$ cat config.mk
export PLATFORM = sky130hd
export DESIGN_NAME = dwt97_deadzone_quantizer
export DESIGN_NICKNAME = d
export VERILOG_FILES = /design/src/rtl/dwt97_pkg.sv /design/src/rtl/dwt97_quant_lane.sv /design/src/rtl/dwt97_deadzone_quantizer.sv
export SDC_FILE = /design/constraint.sdc
export NUM_CORES = 1
export LEC_CHECK = 0
export ABC_CLOCK_PERIOD_IN_PS = 15500
export BUFFER_PORTS_ARGS = -buffer_cell sky130_fd_sc_hd__buf_4
export CAP_MARGIN = 15
export CORE_UTILIZATION = 55
export CTS_CLUSTER_DIAMETER = 80
export DETAILED_ROUTE_END_ITERATION = 10
export PLACE_DENSITY = 0.73
export SETUP_SLACK_MARGIN = 0.05
export SLEW_MARGIN = 25
export SYNTH_ARGS = -nofsm -noshare
export SYNTH_HDL_FRONTEND = slang
export SYNTH_SLANG_ARGS = --single-unit
export TNS_END_PERCENT = 30
$ cat constraint.sdc
create_clock -name clk_i -period 15.5 [get_ports clk_i]
set_clock_uncertainty 0.15 [all_clocks]
set_input_delay 1.55 -clock clk_i [delete_from_list [all_inputs] [get_ports clk_i]]
set_output_delay 1.55 -clock clk_i [all_outputs]
set_load 0.05 [all_outputs]
$ cat src/rtl/dwt97_pkg.sv
// dwt97_pkg: shared subband encoding and saturation helper for the DWT 9/7 quantizer.
`default_nettype none

package dwt97_pkg;

  typedef enum logic [1:0] {
    LL = 2'd0,
    LH = 2'd1,
    HL = 2'd2,
    HH = 2'd3
  } subband_e;

  localparam int unsigned SAT_W = 64;

  // Clamp an unsigned magnitude to the largest positive value of a qwidth-bit signed index.
  function automatic logic [SAT_W-1:0] sat_signed(input logic [SAT_W-1:0] mag,
                                                  input int unsigned qwidth);
    logic [SAT_W-1:0] limit;
    limit = (SAT_W'(1) << (qwidth - 1)) - SAT_W'(1);
    return (mag > limit) ? limit : mag;
  endfunction

endpackage

`default_nettype wire

$ cat src/rtl/dwt97_quant_lane.sv
// dwt97_quant_lane: one dead-zone quantizer lane (abs, multiply, shift, saturate, sign restore).
`default_nettype none

module dwt97_quant_lane
  import dwt97_pkg::*;
#(
  parameter int DataWidth = 16,
  parameter int StepWidth = 16,
  parameter int Point     = 10,
  parameter int StepPoint = 15,
  parameter int QWidth    = 16
) (
  input  logic                 clk_i,
  input  logic                 rst_i,
  input  logic                 load_s1,
  input  logic                 load_s2,
  input  logic [DataWidth-1:0] x,
  input  logic [StepWidth-1:0] step,
  output logic [QWidth-1:0]    q
);

  localparam int ProdWidth = DataWidth + StepWidth;
  localparam int Shift     = Point + StepPoint;

  logic [DataWidth-1:0] mag;
  logic [ProdWidth-1:0] prod_d;
  logic [ProdWidth-1:0] prod_q;
  logic                 neg_q;
  logic [ProdWidth-1:0] m;
  logic [SAT_W-1:0]     m_sat;
  logic [QWidth-1:0]    m_q;
  logic [QWidth-1:0]    q_d;

  // Unsigned view keeps |-2^(DataWidth-1)| exact.
  assign mag    = x[DataWidth-1] ? (~x + DataWidth'(1)) : x;
  assign prod_d = ProdWidth'(mag) * ProdWidth'(step);

  assign m     = prod_q >> Shift;
  assign m_sat = sat_signed(SAT_W'(m), QWidth);
  assign m_q   = QWidth'(m_sat);
  assign q_d   = neg_q ? (~m_q + QWidth'(1)) : m_q;

  always_ff @(posedge clk_i or posedge rst_i) begin
    if (rst_i) begin
      prod_q <= '0;
      neg_q  <= 1'b0;
      q      <= '0;
    end else begin
      if (load_s1) begin
        prod_q <= prod_d;
        neg_q  <= x[DataWidth-1];
      end
      if (load_s2) begin
        q <= q_d;
      end
    end
  end

endmodule

`default_nettype wire

$ cat src/rtl/dwt97_deadzone_quantizer.sv
// dwt97_deadzone_quantizer: two-lane per-subband dead-zone quantizer with valid/ready framing.
`default_nettype none

module dwt97_deadzone_quantizer
  import dwt97_pkg::*;
#(
  parameter int DataWidth = 16,
  parameter int Point     = 10,
  parameter int StepWidth = 16,
  parameter int StepPoint = 15,
  parameter int QWidth    = 16
) (
  input  logic                   clk_i,
  input  logic                   rst_i,
  input  logic [4*StepWidth-1:0] inv_step_i,
  output logic                   s_ready_o,
  input  logic                   s_valid_i,
  input  logic                   s_sof_i,
  input  logic                   s_eol_i,
  input  logic [2*DataWidth-1:0] s_data_i,
  input  logic                   m_ready_i,
  output logic                   m_valid_o,
  output logic                   m_sof_o,
  output logic                   m_eol_o,
  output logic [2*QWidth-1:0]    m_data_o
);

  logic                 s1_valid;
  logic                 s2_valid;
  logic                 s1_sof;
  logic                 s1_eol;
  logic                 parity;
  logic [StepWidth-1:0] step_q [4];

  logic                 s2_adv;
  logic                 accept;
  logic                 load_s2;
  logic                 col;
  subband_e             sb_low;
  subband_e             sb_high;
  logic [StepWidth-1:0] step_low;
  logic [StepWidth-1:0] step_high;

  assign s2_adv    = !s2_valid || m_ready_i;
  assign s_ready_o = !s1_valid || s2_adv;
  assign accept    = s_valid_i && s_ready_o;
  assign load_s2   = s2_adv && s1_valid;
  assign m_valid_o = s2_valid;

  // A sof beat is column 0 and sees the steps being latched on the same edge.
  always_comb begin
    col       = s_sof_i ? 1'b0 : parity;
    sb_low    = col ? HL : LL;
    sb_high   = col ? HH : LH;
    step_low  = s_sof_i ? inv_step_i[int'(sb_low)*StepWidth +: StepWidth]  : step_q[sb_low];
    step_high = s_sof_i ? inv_step_i[int'(sb_high)*StepWidth +: StepWidth] : step_q[sb_high];
  end

  always_ff @(posedge clk_i or posedge rst_i) begin
    if (rst_i) begin
      s1_valid <= 1'b0;
      s2_valid <= 1'b0;
      s1_sof   <= 1'b0;
      s1_eol   <= 1'b0;
      m_sof_o  <= 1'b0;
      m_eol_o  <= 1'b0;
      parity   <= 1'b0;
      for (int i = 0; i < 4; i++) begin
        step_q[i] <= '0;
      end
    end else begin
      if (s_ready_o) begin
        s1_valid <= s_valid_i;
      end
      if (accept) begin
        s1_sof <= s_sof_i;
        s1_eol <= s_eol_i;
        parity <= s_eol_i ? 1'b0 : ~col;
        if (s_sof_i) begin
          for (int i = 0; i < 4; i++) begin
            step_q[i] <= inv_step_i[i*StepWidth +: StepWidth];
          end
        end
      end
      if (s2_adv) begin
        s2_valid <= s1_valid;
        m_sof_o  <= s1_valid && s1_sof;
        m_eol_o  <= s1_valid && s1_eol;
      end
    end
  end

  dwt97_quant_lane #(
    .DataWidth (DataWidth),
    .StepWidth (StepWidth),
    .Point     (Point),
    .StepPoint (StepPoint),
    .QWidth    (QWidth)
  ) u_lane_low (
    .clk_i   (clk_i),
    .rst_i   (rst_i),
    .load_s1 (accept),
    .load_s2 (load_s2),
    .x       (s_data_i[DataWidth-1:0]),
    .step    (step_low),
    .q       (m_data_o[QWidth-1:0])
  );

  dwt97_quant_lane #(
    .DataWidth (DataWidth),
    .StepWidth (StepWidth),
    .Point     (Point),
    .StepPoint (StepPoint),
    .QWidth    (QWidth)
  ) u_lane_high (
    .clk_i   (clk_i),
    .rst_i   (rst_i),
    .load_s1 (accept),
    .load_s2 (load_s2),
    .x       (s_data_i[2*DataWidth-1:DataWidth]),
    .step    (step_high),
    .q       (m_data_o[2*QWidth-1:QWidth])
  );

endmodule

`default_nettype wire

# Yosys cells after proc, flatten, opt, wreduce, memory -nomap -nowiden

Index checks and enable logic that the tools add are counted.

Add/sub/neg operators: 4
$mul: 2
Order comparisons: 4
Shift operators: 2
Muxes and demuxes: 18
Bitwise logic cells: 7
Reductions and logical operators: 9

Operators with widths:

| kind                  | count |
|---|---|
| $mux 16               | 10 |
| $shiftx 64x7->16      | 2 |
| $add 16x1->16 const B | 4 |
| $bmux 16 s2           | 2 |
| $mul 16x16->32        | 2 |
| $not 16->16           | 4 |
| $gt 7x15->1 const B   | 2 |
| $mux 15               | 2 |
| $ge 3x3->1 const B    | 2 |
| $not 2->3             | 2 |
| $logic_and 1x1->1     | 4 |
| $mux 2                | 2 |
| $logic_not 1->1       | 2 |
| $logic_or 1x1->1      | 2 |
| $mux 1                | 2 |
| $reduce_and 2->1      | 1 |
| $not 1->1             | 1 |

Bits in registers: 169
Output and inout port bits: 36

# Depth between registers and ports, before layout

Gate-level depths: netlist of run 1.

Word-level depth: 8
Mapped depth: 30

# Modules after synthesis

A second synthesis of run 1 with hierarchy kept.

Cells, all modules: 2402
Area, all modules: 22404.0 um2

Modules (own cells, without submodules):

| module                         | instances | cells an instance | area each (um2) | sequential area each (um2) |
|---|---|---|---|---|
| dwt97_quant_lane (u_lane_low)  | 1         | 1073              | 9449.1          | 525.5 |
| dwt97_quant_lane (u_lane_high) | 1         | 1060              | 9381.5          | 525.5 |
| dwt97_deadzone_quantizer       | 1         | 269               | 3573.4          | 1776.7 |

# Least setup slack after synthesis of run 1

Ideal clock, no wire load.

Path type: in2reg
Start: input s_data_i[0]
End: register u_lane_low.prod_q[30]
Setup time: 0.146 ns
Arrival time: 8.693 ns
Required time: 15.204 ns
Slack: 6.512 ns
Stages on the path: 29
Path buffers: 2
Cells stage by stage: clkbuf_1 -> clkinv_1 -> ha_1 -> nand2_1 -> o31ai_1 -> nand3_1 -> or2_2 -> o21ai_1 -> xnor2_1 -> clkbuf_1 -> nand2_1 -> fa_1 -> fa_1 -> fa_1 -> inv_1 -> fa_1 -> fa_1 -> inv_1 -> fa_1 -> inv_1 -> ha_1 -> a21oi_1 -> o21ai_0 -> a311oi_1 -> a31oi_1 -> a31o_2 -> a211oi_1 -> mux2i_1 -> o311ai_0

Cells in the longest elaborated chain, start to end: 4

Ends and longest elaborated chain:

| what                 | RTL line                       | text |
|---|---|---|
| start, declared      | dwt97_deadzone_quantizer.sv:20 | `input logic [2*DataWidth-1:0] s_data_i,` |
| $not 16->16          | dwt97_quant_lane.sv:35         | `assign mag = x[DataWidth-1] ? (~x + DataWidth'(1)) : x;` |
| $add 16x1->16        | dwt97_quant_lane.sv:35         |  |
| $mux 16 (*)          | dwt97_quant_lane.sv:35         |  |
| $mul 16x16->32 (*)   | dwt97_quant_lane.sv:36         | `assign prod_d = ProdWidth'(mag) * ProdWidth'(step);` |
| end signal, assigned | dwt97_quant_lane.sv:50         | `prod_q <= prod_d;` |
| end, declared        | dwt97_quant_lane.sv:27         | `logic [ProdWidth-1:0] prod_q;` |

Every way passes the cells marked *; elsewhere a longest branch is shown, timed or not.
A chain may end at the register's enable or synchronous reset.

# Worst setup path in the final report of run 1

Ends and elaborated chain as after synthesis.

==> results of run 1 <==
==> registers in the layout, summed over array words and instances, names as in the netlist, 7 cells and up <==
signal / count
step_q: 64
u_lane_high.q: 13
u_lane_low.q: 13
u_lane_high.prod_q: 7
u_lane_low.prod_q: 7
==> stage by stage <==
step | area (sq um) | cells | setup slack, ns
after global routing | 23700 | 2998 | 5.55
after floorplan | 21400 | 2366 | 6.51
after CTS | 23600 | 2997 | 5.96
after global placement | 23000 | 2965 | 5.81
after detailed placement | 23100 | 2965 | 5.58
final | 23700 | 2998 | 5.93
==> per-layer routing <==
layer | vias to the layer above | part of all wire [%] | track usage, %
met3 | 190 | 5.6 | 4.71
met4 | 0 | 5.7 | 17.6
li1 | 7534 | - | -
met2 | 630 | 51 | 53.6
met1 | 8581 | 37 | 36.4
met5 | - | 0 | 0
==> worst register-to-register path: cells and delay by family (launching register included) <==
family	cells	cell delay [ns]
fa+ha+maj	7	3.37
compound gates	8	2.49
buf+inv	4	0.65
flops	1	0.50
mux	2	0.45
simple gates	1	0.23
==> worst paths after layout <==
kind	startpoint	to	cells past startpoint
min in group asynchronous	rst_i	u_lane_low.q[12]	2
worst max-delay path	s_data_i[0]	u_lane_low.prod_q[30]	28
worst max register to register	parity	u_lane_low.prod_q[30]	22
worst min-delay path	u_lane_low.q[14]	u_lane_low.q[14]	2
max in group asynchronous	rst_i	step_q[20]	4
worst min register to register	u_lane_low.q[14]	u_lane_low.q[14]	2
==> cells in the final DEF, fill, tap and decap left out, types with 38 or more instances in the layout <==
| cell type | instances |
|---|---|
| fa_1 | 386 |
| mux2_2 | 66 |
| nor2_1 | 240 |
| buf_4 | 165 |
| ha_1 | 208 |
| mux2i_1 | 38 |
| dfrtp_1 | 112 |
| inv_1 | 431 |
| nand2_1 | 377 |
| o21ai_0 | 54 |
==> cells by family (layout without fill, tap and decap cells) <==
group	Yosys count	count (layout)	share of synthesized area, %
DFF	113	113	13.2
and+or+nand+nor	765	765	15.2
xor gates and xnor gates	71	71	2.90
muxes	104	104	5.24
AOI/OAI and AO/OA	208	208	6.18
adders and majority gates	594	594	48.2
buffers and inverters	511	632	9.14
==> area by class of cell <==
cell class                      count  area share [%]
Multi-Input combinational cell   1742            70.7
Tap cell                          511            2.69
Clock inverter                     10           0.469
Clock buffer                       22            1.96
Sequential cell                   113            11.9
Timing Repair Buffer              166            5.34
Inverter                          434            6.88
==> impl_metrics.env, run 1 <==
export IMPL_die_h_um=199
export IMPL_initial_core_util_pct=56.4
export IMPL_antenna_cells=0
export IMPL_crit_type="input pin to flip-flop"
export IMPL_rsz0062_at_grt="false"
export IMPL_via_per_inst=5.65
export IMPL_synth_avg_cell_area_sq_um=9.06
export IMPL_fillers=3281
export IMPL_clkSlewWorstSetupHoldPaths_ns=0.06
export IMPL_port_buffers=137
export IMPL_cts_hold_buf=0
export IMPL_max_stage_delay_ns=0.80
export IMPL_crit_top_cell="fa_1"
export IMPL_grt_max_degree=84
export IMPL_cts_resized_gates=0
export IMPL_tightest_slew_ns=1.20
export IMPL_tns_ns=0
export IMPL_h_tree_depth=4
export IMPL_ys_ff_latch=113
export IMPL_vias=16900
export IMPL_seq_area_sq_mm=0.00283
export IMPL_critical_path_top_delay_family="adder cells"
export IMPL_cts_tree="yes"
export IMPL_hp_class="flip-flop to flip-flop"
export IMPL_cts_buffers=17
export IMPL_cp_num_buf_inv=5
export IMPL_startpoint_type="input pin"
export IMPL_slew_viol_final=0
export IMPL_worstSetupEndpointType="flip-flop"
export IMPL_crit_fanout=11
export IMPL_drv_cap=0
export IMPL_die_w_um=199
export IMPL_track_usage_pct=30.8
export IMPL_netlist_instances=2366
export IMPL_drt_wl_total_um=58100
export IMPL_clk_latency_ns=0.44
export IMPL_hpwl_um=47100
export IMPL_dr_pass1_iters=5
export IMPL_ys_seq_area_share_pct=13.2
export IMPL_synth_cell_types=63
export IMPL_row_count=71
export IMPL_max_slew_margin_rel_pct=19.8
export IMPL_gp_congestion=0.945
export IMPL_drtAntennaViolNets=0
export IMPL_synth_top_cell_area_share_pct=36.0
export IMPL_synth_edf_count=0
export IMPL_hold_slack_ns=0.315
export IMPL_crit_required_ns=15.64
export IMPL_overflow=0
export IMPL_yosys_area_top_type="fa_1"
export IMPL_outcome="finished, final reports clean"
export IMPL_finalCoreUtilization_pct=62.4
export IMPL_first_iter_violations=1011
export IMPL_die_area_sq_mm=0.0398
export IMPL_grt_pass1_vias=18100
export IMPL_arrival_ns=9.71
export IMPL_syn_area_sq_mm=0.0214
export IMPL_drc_errors=0
export IMPL_antenna_found_initial=0
export IMPL_syn_nets=3062
export IMPL_synth_area_top_cells="fa_1 36%, dfrtp_1 13%, ha_1 12%, inv_1 7.6%, nand2_1 6.6%"
export IMPL_period_share_pct=61.8
export IMPL_syn_to_final_growth_pct=10.7
export IMPL_drive_above_1_share_pct=12.3
export IMPL_hold_viol_final=0
export IMPL_synth_commonest_cells="432 x inv_1, 386 x fa_1, 378 x nand2_1"
export IMPL_core_area_sq_mm=0.0380
export IMPL_grt_pass1_wl_um=93100
export IMPL_setup_viol=0
export IMPL_synth_warnings=0
export IMPL_ys_async_sr_fraction_pct=100
export IMPL_ys_flop_type="dfrtp_1"
export IMPL_clockBufferDepth=2
export IMPL_critPathSlowestCell="o31ai_1"
export IMPL_fin_nets=3170
export IMPL_ios=138
export IMPL_reg2reg_slack_ns=7.54
export IMPL_numClockSinks=113
export IMPL_fin_crit_ns=9.57
export IMPL_yosysMostFrequentCell="inv_1"
export IMPL_routedWlPerCell_um=19.4
export IMPL_post_cts_setup_buffers=0
export IMPL_fmax_mhz=104
export IMPL_multi_input_area_sq_mm=0.0168
export IMPL_clock_root_buffer="clkbuf_16"
Power of run 1 is left out: the tool's default activity adds up to more than one toggle a clock period on the data nets, which glitch-free logic cannot reach.
==> inputs of run 2 (changes only) <==
--- a/config.mk
+++ b/config.mk
@@ -5,7 +5,7 @@
 export SDC_FILE = /design/constraint.sdc
 export NUM_CORES = 1
 export LEC_CHECK = 0
-export ABC_CLOCK_PERIOD_IN_PS = 15500
+export ABC_CLOCK_PERIOD_IN_PS = 9200
 export BUFFER_PORTS_ARGS = -buffer_cell sky130_fd_sc_hd__buf_4
 export CAP_MARGIN = 15
 export CORE_UTILIZATION = 55
==> constraint.sdc (replaced) <==
create_clock -name clk_i -period 9.2 [get_ports clk_i]
set_clock_uncertainty 0.15 [all_clocks]
set_input_delay 0.92 -clock clk_i [delete_from_list [all_inputs] [get_ports clk_i]]
set_output_delay 0.92 -clock clk_i [all_outputs]
set_load 0.05 [all_outputs]
==> run 2 against run 1 <==
Effect of this change:
- wire length is 1.6% higher
- sequential cell count stayed put
- hold slack better by 0.0090 ns
- critical path depth is 1 higher
- sequential share of layout area hardly changed
- register-to-register slack worse by 6.3 ns
- final cell count is 0.97% higher
- via count is 0.73% higher
- first-iteration DRC count is 3.2% higher
- cell area is 0.38% higher
- critical endpoint unchanged
==> impl_metrics.env, run 2 (synthesized netlist as in run 1, its figures left out) <==
export IMPL_outcome="finished, final reports clean"
export IMPL_cts_buffers=17
export IMPL_syn_to_final_growth_pct=11.1
export IMPL_setup_viol=0
export IMPL_core_area_sq_mm=0.0380
export IMPL_post_cts_setup_buffers=0
export IMPL_antenna_found_initial=1
export IMPL_crit_top_cell="fa_1"
export IMPL_clkSlewWorstSetupHoldPaths_ns=0.05
export IMPL_clk_latency_ns=0.44
export IMPL_hp_class="flip-flop to flip-flop"
export IMPL_grt_pass1_vias=18300
export IMPL_layout_common_cells="431 x inv_1, 386 x fa_1, 376 x nand2_1"
export IMPL_fin_nets=3199
export IMPL_worstSetupEndpointType="flip-flop"
export IMPL_numClockSinks=113
export IMPL_rsz0062_at_grt="false"
export IMPL_tns_ns=0
export IMPL_gp_congestion=0.949
export IMPL_clock_root_buffer="clkbuf_16"
export IMPL_routedWlPerCell_um=19.5
export IMPL_die_h_um=199
export IMPL_via_per_inst=5.64
export IMPL_regMostFlops="step_q"
export IMPL_fmax_mhz=118
export IMPL_grt_pass1_wl_um=95000
export IMPL_cts_resized_gates=0
export IMPL_antenna_cells=0
export IMPL_largest_reg_flops=64
export IMPL_track_usage_pct=31.5
export IMPL_initial_core_util_pct=56.4
export IMPL_drc_errors=0
export IMPL_dr_pass1_iters=5
export IMPL_top_regs="step_q: 64 flops, u_lane_high.q: 13 flops, u_lane_low.q: 13 flops"
export IMPL_tightest_slew_ns=1.08
export IMPL_die_w_um=199
export IMPL_port_buffers=137
export IMPL_critPathSlowestCell="fa_1"
export IMPL_hold_viol_final=0
export IMPL_ios=138
export IMPL_first_iter_violations=1043
export IMPL_hpwl_um=48300
export IMPL_drv_cap=0
export IMPL_die_area_sq_mm=0.0398
export IMPL_drt_wl_total_um=59000
export IMPL_final_common_cell="inv_1"
export IMPL_overflow=0
export IMPL_crit_required_ns=9.32
export IMPL_crit_type="input pin to flip-flop"
export IMPL_max_slew_margin_rel_pct=27.7
export IMPL_period_share_pct=92.0
export IMPL_seq_area_sq_mm=0.00283
export IMPL_vias=17100
export IMPL_slew_viol_final=0
export IMPL_fin_crit_ns=8.46
export IMPL_multi_input_area_sq_mm=0.0167
export IMPL_h_tree_depth=4
export IMPL_cts_tree="yes"
export IMPL_max_stage_delay_ns=0.55
export IMPL_drive_above_1_share_pct=12.8
export IMPL_clockBufferDepth=2
export IMPL_arrival_ns=8.58
export IMPL_grt_max_degree=84
export IMPL_fillers=3271
export IMPL_drtAntennaViolNets=0
export IMPL_startpoint_type="input pin"
export IMPL_row_count=71
export IMPL_crit_fanout=11
export IMPL_cts_hold_buf=0
-- run 2: cell type report --
class,count,area share (%)
inverter,434,6.85
timing repair buffer,195,6.16
multi-input combinational,1742,70.0
clock buffer,18,1.84
tap,511,2.68
clock inverter,14,0.583
sequential,113,11.9
-- run 2: critical path, delay by kind of cell --
kind / cells / cell delay (ns)
fa+ha+maj: 8 / 3.50
buf+inv: 7 / 0.72
simple gates: 5 / 0.86
compound gates: 7 / 1.86
mux: 1 / 0.26
xor+xnor: 1 / 0.44
-- run 2: final timing paths --
kind                        startpoint                    end  slack [ns]  cells past startpoint
max                        s_data_i[0]  u_lane_low.prod_q[30]        0.74                     29
min                             s1_eol                 s1_eol        0.32                      2
max reg2reg                     parity  u_lane_low.prod_q[30]        1.29                     24
min reg2reg                     s1_eol                 s1_eol        0.32                      2
max in group asynchronous        rst_i                 parity        7.35                      3
min in group asynchronous        rst_i             step_q[61]        0.42                      2
-- run 2: routing by layer --
metal  up-vias  wire (um)  GRT usage, %
li1       7587          -             -
met1      8634      22100          37.8
met2       643      29800          54.3
met3       192       3870          5.38
met4         2       3240          16.6
met5         -         13             0
-- run 2: per-stage QoR --
step | utilization, % | instance area, sq um | worst slack (ns) | hold WS, ns | std cells
after global placement | 61.1 | 23200 | 0.475 | 0.306 | 2995
final | 62.6 | 23800 | 0.739 | 0.324 | 3027
after detailed placement | 61.1 | 23200 | 0.315 | 0.315 | 2995
after CTS | 62.6 | 23800 | 0.738 | 0.329 | 3027
after floorplan | - | 21400 | 0.842 | 0.296 | 2366
after global routing | 62.6 | 23800 | 0.333 | 0.345 | 3027
Power of run 2 is left out for the same reason.
==> inputs of run 3 (changes only) <==
--- a/config.mk
+++ b/config.mk
@@ -5,7 +5,7 @@
 export SDC_FILE = /design/constraint.sdc
 export NUM_CORES = 1
 export LEC_CHECK = 0
-export ABC_CLOCK_PERIOD_IN_PS = 9200
+export ABC_CLOCK_PERIOD_IN_PS = 8500
 export BUFFER_PORTS_ARGS = -buffer_cell sky130_fd_sc_hd__buf_4
 export CAP_MARGIN = 15
 export CORE_UTILIZATION = 55
==> constraint.sdc (replaced) <==
create_clock -name clk_i -period 8.5 [get_ports clk_i]
set_clock_uncertainty 0.15 [all_clocks]
set_input_delay 0.85 -clock clk_i [delete_from_list [all_inputs] [get_ports clk_i]]
set_output_delay 0.85 -clock clk_i [all_outputs]
set_load 0.05 [all_outputs]
==> run 3 against run 2 <==
Effect of this change:
- register-to-register slack got worse by 0.43 ns
- cell area rose by 1.2%
- clock-buffer cell count rose by 2
- worst setup slack got worse by 0.36 ns
- die area did not move
- sequential share of layout area fell by 0.14 points
- sequential cell count did not move
- critical endpoint unchanged
==> impl_metrics.env, run 3 (synthesized netlist as in run 1, its figures left out) <==
export IMPL_outcome="finished, final reports clean"
export IMPL_clock_root_buffer="clkbuf_16"
export IMPL_layout_common_cells="431 x inv_1, 386 x fa_1, 377 x nand2_1"
export IMPL_h_tree_depth=4
export IMPL_antenna_found_initial=0
export IMPL_core_area_sq_mm=0.0380
export IMPL_row_count=71
export IMPL_max_stage_delay_ns=0.52
export IMPL_drt_wl_total_um=59200
export IMPL_first_iter_violations=984
export IMPL_setup_viol=0
export IMPL_arrival_ns=8.26
export IMPL_regMostFlops="step_q"
export IMPL_initial_core_util_pct=56.4
export IMPL_hp_class="input pin to async pin"
export IMPL_dr_pass1_iters=7
export IMPL_hold_viol_final=0
export IMPL_vias=17200
export IMPL_grt_use_met3_pct=4.69
export IMPL_grt_pass1_wl_um=93900
export IMPL_slew_viol_final=0
export IMPL_hpwl_um=48300
export IMPL_grt_use_met2_pct=54.8
export IMPL_die_w_um=199
export IMPL_grt_max_degree=72
export IMPL_period_share_pct=95.6
export IMPL_fin_crit_ns=8.12
export IMPL_final_common_cell="inv_1"
export IMPL_die_area_sq_mm=0.0398
export IMPL_top_regs="step_q: 64 flops, u_lane_high.q: 13 flops, u_lane_low.q: 13 flops"
export IMPL_clkSlewWorstSetupHoldPaths_ns=0.05
export IMPL_critPathSlowestCell="fa_1"
export IMPL_syn_to_final_growth_pct=12.5
export IMPL_crit_top_cell="fa_1"
export IMPL_drtAntennaViolNets=0
export IMPL_numClockSinks=113
export IMPL_crit_required_ns=8.64
export IMPL_fin_nets=3234
export IMPL_fmax_mhz=123
export IMPL_drv_cap=0
export IMPL_clockBufferDepth=2
export IMPL_gp_congestion=0.968
export IMPL_drc_errors=0
export IMPL_startpoint_type="input pin"
export IMPL_cts_hold_buf=0
export IMPL_clk_latency_ns=0.44
export IMPL_largest_reg_flops=64
export IMPL_cts_tree="yes"
export IMPL_worstSetupEndpointType="flip-flop"
export IMPL_via_per_inst=5.61
export IMPL_port_buffers=137
export IMPL_crit_type="input pin to flip-flop"
export IMPL_crit_fanout=6
export IMPL_track_usage_pct=31.2
export IMPL_top_usage_layer="met2"
export IMPL_ios=138
export IMPL_tightest_slew_ns=1.09
export IMPL_drive_above_1_share_pct=14.1
export IMPL_die_h_um=199
export IMPL_overflow=0
export IMPL_use_met1_pct=36.9
export IMPL_cts_buffers=17
export IMPL_finalCoreUtilization_pct=63.4
export IMPL_max_slew_margin_rel_pct=27.0
export IMPL_grt_pass1_vias=18200
export IMPL_antenna_cells=0
export IMPL_tns_ns=0
export IMPL_rsz0062_at_grt="false"
export IMPL_routedWlPerCell_um=19.3
==> run 3: cell types whose count changed in the layout (fill, tap and decap cells not counted), sizes merged <==
cell and delta:
buf +35, inv -2, clkinv -1, clkbuf +2
==> run 3: cell type report <==
class                   instances  area (sq um)
well taps                     511           639
inverters                     434          1630
clock inverters                11           113
flip-flops and latches        113          2830
clock buffers                  20           467
repair buffers                230          1750
fillers                      3287         13900
multi-input cells            1742         16700
==> run 3: through the flow <==
stage	std cells	hold slack [ns]	worst slack, ns	instance area, sq um
after CTS	3060	0.330	0.444	24100
final	3061	0.326	0.377	24100
after global routing	3061	0.349	0.0312	24100
after floorplan	2366	0.296	0.212	21400
after global placement	3029	0.309	0.160	23500
after detailed placement	3029	0.316	0.000383	23500
==> run 3: critical path: cells and delay by family <==
| family | cells | cell delay, ns |
|---|---|---|
| fa+ha+maj | 7 | 3.31 |
| compound gates | 8 | 1.71 |
| simple gates | 6 | 1.49 |
| buf+inv | 6 | 0.59 |
| mux | 1 | 0.16 |
| xor+xnor | 1 | 0.14 |
==> run 3: path summary, 6_finish.rpt <==
path                              startpoint                     to  slack, ns  cells past startpoint
max in group asynchronous              rst_i             step_q[29]       6.77                      4
hold / removal                         rst_i       u_lane_low.q[13]       0.33                      2
min in group clk_i         u_lane_high.q[13]      u_lane_high.q[13]       0.33                      1
hold reg to reg            u_lane_high.q[13]      u_lane_high.q[13]       0.33                      1
setup / recovery                 s_data_i[0]  u_lane_low.prod_q[30]       0.38                     29
setup reg to reg                      parity  u_lane_low.prod_q[30]       0.86                     23
==> run 3: metal layers <==
| layer | routed length (um) | vias to the layer above |
|---|---|---|
| met5 | 0 | - |
| met4 | 3410 | 0 |
| met3 | 3860 | 187 |
| met2 | 30000 | 698 |
| met1 | 21900 | 8613 |
| li1 | - | 7663 |
==> run 3: repair_timing <==
action                                  in CTS  in global routing
gates resized for setup                      0                  3
endpoints found under the setup margin       0                  3
setup buffers                                0                  0
Power of run 3 is left out for the same reason.
